`config.mk`:
```
export PLATFORM = sky130hd
export DESIGN_NAME = pipe_ctrl
export DESIGN_NICKNAME = d
export VERILOG_FILES = /design/src/rtl/mips_ctrl_pkg.sv /design/src/rtl/mc_counter.sv /design/src/rtl/pipe_ctrl.sv
export SDC_FILE = /design/constraint.sdc
export NUM_CORES = 1
export LEC_CHECK = 0
export ABC_AREA = 1
export BUFFER_PORTS_ARGS = -buffer_cell sky130_fd_sc_hd__clkbuf_2
export CAP_MARGIN = 20
export CORE_MARGIN = 4
export CORE_UTILIZATION = 57
export DETAILED_ROUTE_END_ITERATION = 10
export MAX_ROUTING_LAYER = met4
export PLACE_DENSITY = 0.86
export SYNTH_ARGS = -nofsm -noshare
export SYNTH_HDL_FRONTEND = slang
export SYNTH_HIERARCHICAL = 1
export SYNTH_SLANG_ARGS = --single-unit
```
`constraint.sdc`:
```
create_clock -name clk -period 3.28 [get_ports clk]
set_input_delay 0.328 -clock clk [delete_from_list [all_inputs] [get_ports clk]]
set_output_delay 0.328 -clock clk [all_outputs]
set_load 0.01 [all_outputs]
```
`src/rtl/mips_ctrl_pkg.sv`:
```
// Shared pipeline-control definitions for the MIPS core: stall vector layout,
// canonical stall patterns and the sequencing FSM state encoding.
package mips_ctrl_pkg;

    localparam int STALL_PC    = 0;
    localparam int STALL_IFID  = 1;
    localparam int STALL_IDEX  = 2;
    localparam int STALL_EXMEM = 3;
    localparam int STALL_MEMWB = 4;
    localparam int STALL_W     = STALL_MEMWB + 1;

    // A stalled stage implies every earlier stage is stalled, so every legal
    // pattern is a run of ones from the pc up to the last held stage.
    function automatic logic [STALL_W-1:0] stall_thru(input int last);
        logic [STALL_W-1:0] mask;
        mask = '0;
        for (int i = STALL_PC; i < STALL_W; i++) begin
            if (i <= last) mask[i] = 1'b1;
        end
        return mask;
    endfunction

    localparam logic [STALL_W-1:0] STALL_NONE = '0;
    localparam logic [STALL_W-1:0] STALL_LU   = stall_thru(STALL_IFID);
    localparam logic [STALL_W-1:0] STALL_MC   = stall_thru(STALL_IDEX);
    localparam logic [STALL_W-1:0] STALL_ALL  = stall_thru(STALL_EXMEM + 1);

    typedef enum logic [1:0] {
        ST_IDLE    = 2'd0,
        ST_MC_RUN  = 2'd1,
        ST_MC_DONE = 2'd2,
        ST_FLUSH   = 2'd3
    } ctrl_state_e;

endpackage

```
`src/rtl/mc_counter.sv`:
```
// Loadable down-counter used to time multi-cycle execute operations.
// Holds at zero instead of wrapping so a late dec cannot re-arm it.
module mc_counter #(
    parameter int CNT_W = 8
) (
    input  logic             clk,
    input  logic             rst,
    input  logic             load_i,
    input  logic [CNT_W-1:0] load_val_i,
    input  logic             dec_i,
    output logic             zero_o
);

    logic [CNT_W-1:0] cnt_q;
    logic [CNT_W-1:0] cnt_d;

    always_comb begin
        cnt_d = cnt_q;
        if (load_i) begin
            cnt_d = load_val_i;
        end else if (dec_i && (cnt_q != '0)) begin
            cnt_d = cnt_q - 1'b1;
        end
    end

    always_ff @(posedge clk) begin
        if (rst) begin
            cnt_q <= '0;
        end else begin
            cnt_q <= cnt_d;
        end
    end

    assign zero_o = (cnt_q == '0);

endmodule

```
`src/rtl/pipe_ctrl.sv`:
```
// Pipeline sequencing controller: merges load-use, multi-cycle ex and flush
// requests into stage hold enables. PIPE_CTRL_PERF_EN adds a stall-cycle counter.
module pipe_ctrl
    import mips_ctrl_pkg::*;
#(
    parameter int EX_MC_CYCLES = 32,
    parameter int CNT_W        = 8
) (
    input  logic               clk,
    input  logic               rst,
    input  logic               id_stall_req,
    input  logic               ex_mc_start,
    input  logic               ex_mc_cancel,
    input  logic               flush_req,
    output logic [STALL_W-1:0] stall,
    output logic               flush,
    output logic               mc_busy,
`ifdef PIPE_CTRL_PERF_EN
    input  logic               perf_clr,
    output logic [31:0]        stall_cycles,
`endif
    output logic               mc_done
);

    // state      | meaning
    // IDLE       | no op in flight; stall follows id/ex/flush requests
    // MC_RUN     | multi-cycle ex op counting down, front end held
    // MC_DONE    | ex result valid, ex_mem captures it this cycle
    // FLUSH      | flush pulse to all pipeline registers

    localparam logic [CNT_W-1:0] MC_LOAD = CNT_W'(EX_MC_CYCLES - 1);

    ctrl_state_e        state_q;
    ctrl_state_e        state_d;
    logic [STALL_W-1:0] stall_d;
    logic               cnt_load;
    logic               cnt_dec;
    logic               cnt_zero;

    mc_counter #(
        .CNT_W (CNT_W)
    ) u_mc_counter (
        .clk        (clk),
        .rst        (rst),
        .load_i     (cnt_load),
        .load_val_i (MC_LOAD),
        .dec_i      (cnt_dec),
        .zero_o     (cnt_zero)
    );

    always_comb begin
        state_d  = state_q;
        stall_d  = STALL_NONE;
        cnt_load = 1'b0;
        cnt_dec  = 1'b0;
        unique case (state_q)
            ST_IDLE: begin
                if (flush_req) begin
                    state_d = ST_FLUSH;
                end else if (ex_mc_start) begin
                    stall_d  = STALL_MC;
                    cnt_load = 1'b1;
                    state_d  = ST_MC_RUN;
                end else if (id_stall_req) begin
                    stall_d = STALL_LU;
                end
            end
            ST_MC_RUN: begin
                stall_d = STALL_MC;
                cnt_dec = 1'b1;
                if (flush_req || ex_mc_cancel) begin
                    state_d = ST_FLUSH;
                end else if (cnt_zero) begin
                    state_d = ST_MC_DONE;
                end
            end
            // ex_mc_start is still high here for the op just completed
            ST_MC_DONE: begin
                state_d = flush_req ? ST_FLUSH : ST_IDLE;
            end
            ST_FLUSH: begin
                state_d = flush_req ? ST_FLUSH : ST_IDLE;
            end
            default: begin
                state_d = ST_IDLE;
            end
        endcase
    end

    always_ff @(posedge clk) begin
        if (rst) begin
            state_q <= ST_IDLE;
        end else begin
            state_q <= state_d;
        end
    end

    assign stall   = rst ? STALL_NONE : stall_d;
    assign flush   = (state_q == ST_FLUSH);
    assign mc_busy = (state_q == ST_MC_RUN);
    // A flush arriving with the result squashes the commit
    assign mc_done = (state_q == ST_MC_DONE) && !flush_req;

`ifdef PIPE_CTRL_PERF_EN
    logic [31:0] stall_cycles_q;
    logic [31:0] stall_cycles_d;

    always_comb begin
        stall_cycles_d = stall_cycles_q;
        if (perf_clr) begin
            stall_cycles_d = '0;
        end else if (stall[STALL_PC] && (stall_cycles_q != 32'hFFFF_FFFF)) begin
            stall_cycles_d = stall_cycles_q + 32'd1;
        end
    end

    always_ff @(posedge clk) begin
        if (rst) begin
            stall_cycles_q <= '0;
        end else begin
            stall_cycles_q <= stall_cycles_d;
        end
    end

    assign stall_cycles = stall_cycles_q;
`endif

endmodule

```
## Word level (Yosys, flattened, before mapping)

Cells that the tools add are included.

- Eq/ne operators: 5
- Muxes and demuxes: 17
- Reductions and logical operators: 11
- Add/sub/neg operators: 1

Operators with widths:

| kind | number |
|---|---|
| $mux 5 | 3 |
| $mux 2 | 6 |
| $logic_not 8->1 | 1 |
| $reduce_bool 8->1 | 1 |
| $sub 8x1->8 const B | 1 |
| $mux 3 | 2 |
| $pmux 2 s3 | 1 |
| $pmux 3 s2 | 1 |
| $eq 2x2->1 const B | 2 |
| $mux 1 | 4 |
| $reduce_or 2->1 | 2 |
| $ne 3x1->1 const B | 1 |
| $ne 3x3->1 const B | 1 |
| $eq 2x1->1 const B | 1 |
| $logic_and 1x1->1 | 2 |
| $logic_not 2->1 | 1 |
| $reduce_and 2->1 | 1 |
| $reduce_bool 2->1 | 1 |
| $logic_not 1->1 | 1 |
| $logic_or 1x1->1 | 1 |

- Output and inout bits: 8
- Register bits: 10
- Input port bits: 6

## Logic depth before layout (Yosys ltp)

Gate-level depths: netlist (run 1).

- Depth in word-level cells: 5
- Gate-level depth with buffers: 10
- Gate-level depth less buffers: 10

## Modules after synthesis

Netlist (run 1), hierarchy kept.

Modules (own cells, without submodules):

| module | cells an instance | seq. area each (um2) | area each (um2) | times used |
|---|---|---|---|---|
| mc_counter | 104 | 160.2 | 600.6 | 1 |
| pipe_ctrl | 32 | 40.0 | 181.4 | 1 |

## Worst setup path after synthesis (run 1)

OpenSTA, ideal clock, no wires.

- Kind: flip-flop to output port
- Start point: reg state_q[0]
- End point: out stall[1]
- Cell stages (with the launch flop): 6
- Required time: 2.952 ns
- Arrival: 1.222 ns
- Setup slack: 1.730 ns
- Cells stage by stage: dfxtp_1 > inv_2 > nor2_2 > inv_2 > a21oi_1 > buf_4

- Longest elaborated chain between the ends: 3

RTL lines:

| what | line | RTL |
|---|---|---|
| start, declared | pipe_ctrl.sv:33 | `ctrl_state_e state_q;` |
| start signal, assigned | pipe_ctrl.sv:94 | `state_q <= state_d;` |
| $eq 2x1->1 | n/a |  |
| net mc_busy | pipe_ctrl.sv:17 | `output logic mc_busy,` |
| $pmux 3 s2 | pipe_ctrl.sv:56 | `unique case (state_q)` |
| $mux 5 | pipe_ctrl.sv:98 | `assign stall = rst ? STALL_NONE : stall_d;` |
| end, declared | pipe_ctrl.sv:15 | `output logic [STALL_W-1:0] stall,` |

The timed path passes the listed nets, and every way through them passes these cells.

## Final worst setup path (run 1)

- Start point: reg state_q[0]
- End point: out stall[0]

- Longest elaborated chain between the ends: 3

RTL lines:

| what | line |
|---|---|
| $eq 2x1->1 or $logic_not 2->1 (tied branches) | pipe_ctrl.sv:56 |
| $pmux 3 s2 * | pipe_ctrl.sv:56 |
| $mux 5 * | pipe_ctrl.sv:98 |

Every way passes the cells marked *; elsewhere a longest branch is shown, timed or not.

==> run metrics, run 1 <==
crit path cell chain=inv_2 > nor2_2 > inv_2 > a21oi_1 > clkbuf_2; antenna viol nets, final=0; status=finished, final reports clean; fillers=~130; vias per cell=5.01; GRT Overall Usage=21.4%; Synth area leader=dfxtp_1; Crit Path Category=register to output port; Synth top area share=25.6%; hold_sp=rst; post_cts resized=0; Worst EP arrival=approximately 1400 ps; R2R Setup Slk=between 1500 and 2000 ps; yosys warns=6; CTS clk-pin slew, worst paths=80 ps; fraction of layout cells with a size suffix above 1=17.4%; die height=45.0 µm; Post-CTS Hold Fix Bufs=0; Clock Path Buffers=2; starting density of the core=between 60% and 70%; #FFs+latches synth=10; Worst Clk Skew=5.84 ps; multi-input combinational cell area=509 µm²; initial antenna violation count=0; Max Freq=568 MHz; CP Capture Type=output port; Worst Hold End=state_q[0]; number of I/O pins=14; Syn Inst Count=136; final setup violation count=0; WL/cell=between 10 and 15 µm; worst min path class=input pin to register; Setup WS post-layout=approximately 1500 ps; Detailed Route Iter0 Violations=23; Root Buffer=clkbuf_4; pin count of the biggest net entering global routing=11; WP data required=2950 ps; die area=2030 µm²; min Tclk post-route=1760 ps; Setup TNS=0 ps; Max stage delay on crit path=400 ps; Post CTS Setup Buffer Count=0; Fin. Hold Viols=0; insertion delay to the later sink of the worst-skew pair=270 ps; register area share after synthesis=between 20% and 30%; Reg-to-Reg End=u_mc_counter/cnt_q[0]; Worst R2R Start=state_q[1]; NumNets Final=164; vias in the first global route=730; maxcap violations=0; Core Area=1300 µm²; Routability Congestion=0.866; Buf/Inv on CP=3; HPWL Detailed=1380 µm; ANT cells=0; Yosys cell types=22; total gr overflow=0; FF/Latch Area=200 µm²; Num CTS Buffers=3; clock sink total=10; CP delay by family, top=flip-flops; Place WS=1810 ps; dpl cells=roughly 170; CTS tree=built; RSZ-0062 raised after global routing=false; die width=45.0 µm; H-tree depth=1; # rows=13; leakage power=0.000493 µW; Initial DRT Pass Iterations=4; largest cells by area after synthesis=dfxtp_1 (26%), nand2_1 (18%), nand3_1 (11%), nor2_1 (9.6%), inv_1 (7.2%); Final Cycle Share=53.7%; first-pass GRT wire length=3170 µm; Max Slew Vio Count=0; final WL=1760 µm; cell area after synthesis=782 µm²; Peak supply drop=approximately 0.30 mV; PortBufs=11; power density over cell area=681 nW/µm²; Reg2Reg Depth=6; Finished Layout Cells=170; CP Max Fanout=6; DR vias=851; Area Overhead vs Synth=14.6%; synthesized area per cell=5.75 µm²; Crit path top cell by count=inv_2; slowest CP cell=dfxtp_1; hold path cells=2; Post-route DRC=0; Worst Setup Start Kind=register
## through the flow
| stage | total power (µW) | hold WS [ps] | utilization [%] | area [µm²] |
|---|---|---|---|---|
| 2_1_floorplan | 432 | 397 | - | 812 |
| 3_5_place_dp | 494 | 485 | 66.1 | 860 |
| 3_3_place_gp | 484 | 486 | 66.1 | 860 |
| 5_1_grt | 672 | 379 | 68.8 | 896 |
| 6_report | 610 | 365 | 68.8 | 896 |
| 4_1_cts | 611 | 364 | 68.8 | 896 |
## cell type report
cell class                      count  area share, %
Multi-Input combinational cell    110           56.8
Sequential cell                    10           22.3
Inverter                           20           8.52
Timing Repair Buffer               11           6.15
Clock buffer                        4           4.05
Tap cell                           15           2.09
## cell usage after synthesis, drive strengths merged
cell type	instances
nand3	17
ha	2
nand2	42
nor2	22
nand4	2
nand3b	1
and3	1
conb	2
dfxtp	10
buf	3
inv	19
clkbuf	1
xnor2	1
a21oi	6
nor3	1
o21ai	5
clkinv	1
## logic make-up after synthesis
group | synth area share [%]
compound gates | 7.04
xor+xnor | 1.12
fa+ha+maj | 3.20
buf+inv | 13.1
flops | 25.6
other cells | 0.960
simple gates | 49.0
## worst max-delay path by stage
| stage | start | slack [ps] | cells past startpoint | to |
|---|---|---|---|---|
| floorplan | state_q[0] | 1730 | 5 | stall[1] |
| global placement | state_q[0] | 1840 | 5 | stall[0] |
| detailed placement | flush_req | 1810 | 7 | u_mc_counter/cnt_q[0] |
| CTS | state_q[0] | 1510 | 5 | stall[0] |
| global route | state_q[0] | 1390 | 5 | stall[0] |
| finish | state_q[0] | 1520 | 5 | stall[0] |
## worst reg2reg max path: stages (launching register included)
cell     delay [ps]
dfxtp_1         360
nor2_1          190
and3_2          320
inv_2           130
nand3_1         150
nor2_1           60
nor3_1          180
## registers in the layout (all words and copies together), names as in the netlist
name	flops
u_mc_counter/cnt_q	8
state_q	2
## layout by cell type, fill, tap and decap left out, drive strengths merged
cell	n
nand4	2
nor2	22
clkbuf	15
nand2	42
conb	10
a21oi	6
nand3b	1
inv	19
o21ai	5
xnor2	1
dfxtp	10
and3	1
ha	2
clkinv	1
nand3	17
nor3	1
## per-layer routing
layer / GRT usage, % / vias up / wire, µm
met5: - / - / 0
met4: 7.02 / 0 / 12
li1: - / 448 / -
met1: 30.0 / 373 / 806
met2: 31.1 / 28 / 820
met3: 3.59 / 2 / 120
## where the power goes
group	total (µW)	leakage, µW	switching, µW	internal, µW
registers	176	0.0000824	28.2	147
clock network	115	0.0000210	47.7	67.4
logic	319	0.000390	201	119
Note: power is estimated with default switching activity, not from simulation.
==> inputs of run 2 (changes only) <==
Settings changed: ABC_AREA 1 to 0, CORE_UTILIZATION 57 to 46, PLACE_DENSITY 0.86 to 0.77.
Clock period 3.28 ns to 1.6 ns, I/O delays scaled along.
==> run 2 against run 1 <==
- the run now ends with negative setup slack left
- design area increased by 14%
- final cell count decreased by 22%
- register-to-register slack worse by 2000 ps
- critical path type is now register to register
- largest cell class unchanged
==> run metrics, run 2 <==
status=finished with violations; failing checks=negative setup slack; WL/cell=15.7 µm; PortBufs=11; Initial DRT Pass Iterations=4; hold_sp=flush_req; number of I/O pins=14; Syn Inst Count=81; final core utilization=76.4%; starting density of the core=approximately half; ANT cells=0; EDFF count, synth=0; Post-route DRC=0; # rows=13; commonest non-fill, non-tap cell in the layout=buf_4; insertion delay to the later sink of the worst-skew pair=280 ps; Synth async-reset ratio=0%; synthesized area per cell=8.31 µm²; Max Slew Vio Count=0; slowest CP cell=or4_4; crit path launch=u_mc_counter/cnt_q[5]; #FFs+latches synth=10; most common cell in the netlist=dfxtp_1; RSZ-0062 raised after global routing=true; Most used DFF post-synth=dfxtp_1; NumNets Final=128; Fin. Hold Viols=0; Clock Path Buffers=2; HPWL Detailed=1320 µm; final WL=~2100 µm; yosys warns=6; Max stage delay on crit path=570 ps; Peak supply drop=0.686 mV; Synth top area share=29.7%; maxcap violations=0; Final Cycle Share=111%; Worst Clk Skew=6.99 ps; power density over cell area=1140 nW/µm²; register area share after synthesis=29.7%; worst min path class=input pin to register; DR vias=743; min Tclk post-route=1770 ps; GRT Overall Usage=between 20 and 25%; clock sink total=10; CP Max Fanout=7; Worst EP arrival=1950 ps; synth cell count leaders=dfxtp_1 (10), a21oi_1 (8), nor2_1 (7); die width=approximately 46 µm; Crit Path Category=register to register; H-tree depth=1; initial antenna violation count=0; leading cell types in the layout, fill and taps excluded=buf_4 (18), clkbuf_2 (11), conb_1 (10), nor2_1 (7), dfxtp_1 (7); max reg flops=8; Yosys cell types=34; total gr overflow=0; vias in the first global route=691; leakage power=0.000443 µW; Area Overhead vs Synth=51.3%; antenna viol nets, final=0; die height=between 40 and 50 µm; Routability Congestion=about 0.92; Num CTS Buffers=3; largest cells by area after synthesis=dfxtp_1 (30%), a21oi_1 (5.9%), nor3b_1 (4.5%), o41ai_4 (4.1%), nor2_1 (3.9%); top flop regs=u_mc_counter/cnt_q x8, state_q x2; pin count of the biggest net entering global routing=14; Root Buffer=clkbuf_4; CTS clk-pin slew, worst paths=roughly 80 ps; Core Area=roughly 1300 µm²; dpl cells=126; hold_ws=roughly 200 ps; CP Capture Type=register; first-pass GRT wire length=between 3000 and 4000 µm; Finished Layout Cells=133; vias per cell=approximately 5.6; final setup violation count=7; cell area after synthesis=673 µm²; Detailed Route Iter0 Violations=27; WP data required=approximately 1800 ps; Setup WS post-layout=-171 ps; Worst R2R Start=u_mc_counter/cnt_q[5]; Max Freq=around 560 MHz; Worst Setup Start Kind=register; die area=2140 µm²; Tot Pwr=1160 µW; Most flops, register=u_mc_counter/cnt_q; crit path cell chain=or4_4 > o41ai_4 > buf_6 > o31ai_4 > a311oi_2; CTS tree=built; Synth area leader=dfxtp_1; fraction of layout cells with a size suffix above 1=51.7%
==> run 2: report_power, final <==
part           total (µW)  switching (µW)  internal [µW]  leakage [µW]
Clock                 189             102           87.3     0.0000138
Combinational         643             304            339      0.000346
Sequential            326            35.0            291     0.0000834
Total                1160             441            716      0.000443
==> run 2: timing repair <==
item                                    in CTS  in global routing
hold buffers                                 0                  0
resized for setup                           13                 11
endpoints found under the hold margin        0                  0
endpoints found under the setup margin       9                 10
pin swaps                                   11                  7
buffers inserted                             3                  1
==> run 2: path summary, 6_finish.rpt <==
path                            slack [ps]  cells after the start                     to
worst min-delay path                   200                      3             state_q[1]
worst max register to register        -170                      5  u_mc_counter/cnt_q[5]
worst max-delay path                  -170                      5  u_mc_counter/cnt_q[5]
worst min register to register         660                      3  u_mc_counter/cnt_q[1]
==> run 2: kinds of logic after synthesis <==
kind of cell	Yosys count	synth area share, %
adders and majority gates	2	3.72
AOI/OAI and AO/OA	22	24.5
other	2	1.12
and+or+nand+nor	29	27.1
DFF	10	29.7
xor gates and xnor gates	3	3.90
buffers and inverters	12	8.36
muxes	1	1.49
==> run 2: final cells by class <==
type                            instances  area [µm²]
Clock buffer                            3        22.5
Multi-Input combinational cell         67         533
Inverter                                7        27.5
Fill cell                              90         315
Timing Repair Buffer                   31         213
Sequential cell                        10         204
Tap cell                               15        18.8
==> run 2: layer usage <==
| metal | up-vias | part of all wire [%] | global-route usage (%) |
|---|---|---|---|
| met2 | 26 | 54 | 36.8 |
| li1 | 361 | - | - |
| met4 | 0 | 2.9 | 11.9 |
| met1 | 349 | 39 | 26.1 |
| met5 | - | 0 | - |
| met3 | 7 | 4.8 | 2.34 |
==> run 2: metrics by stage <==
stage               setup WS (ps)  setup TNS [ps]  area, µm²
floorplan                   -57.1            -157        718
global placement             -112            -332        882
detailed placement           -218            -835        882
CTS                          -125            -746        963
global route                 -195            -849       1020
finish                       -171            -482       1020
==> run 2: critical path: cells and delay by family, from the launching register on <==
family                 cells  cell delay, ps
AND/OR/NAND/NOR            1             570
AO/OA/AOI/OAI              3             600
buffers and inverters      1             190
flip-flops                 1             320
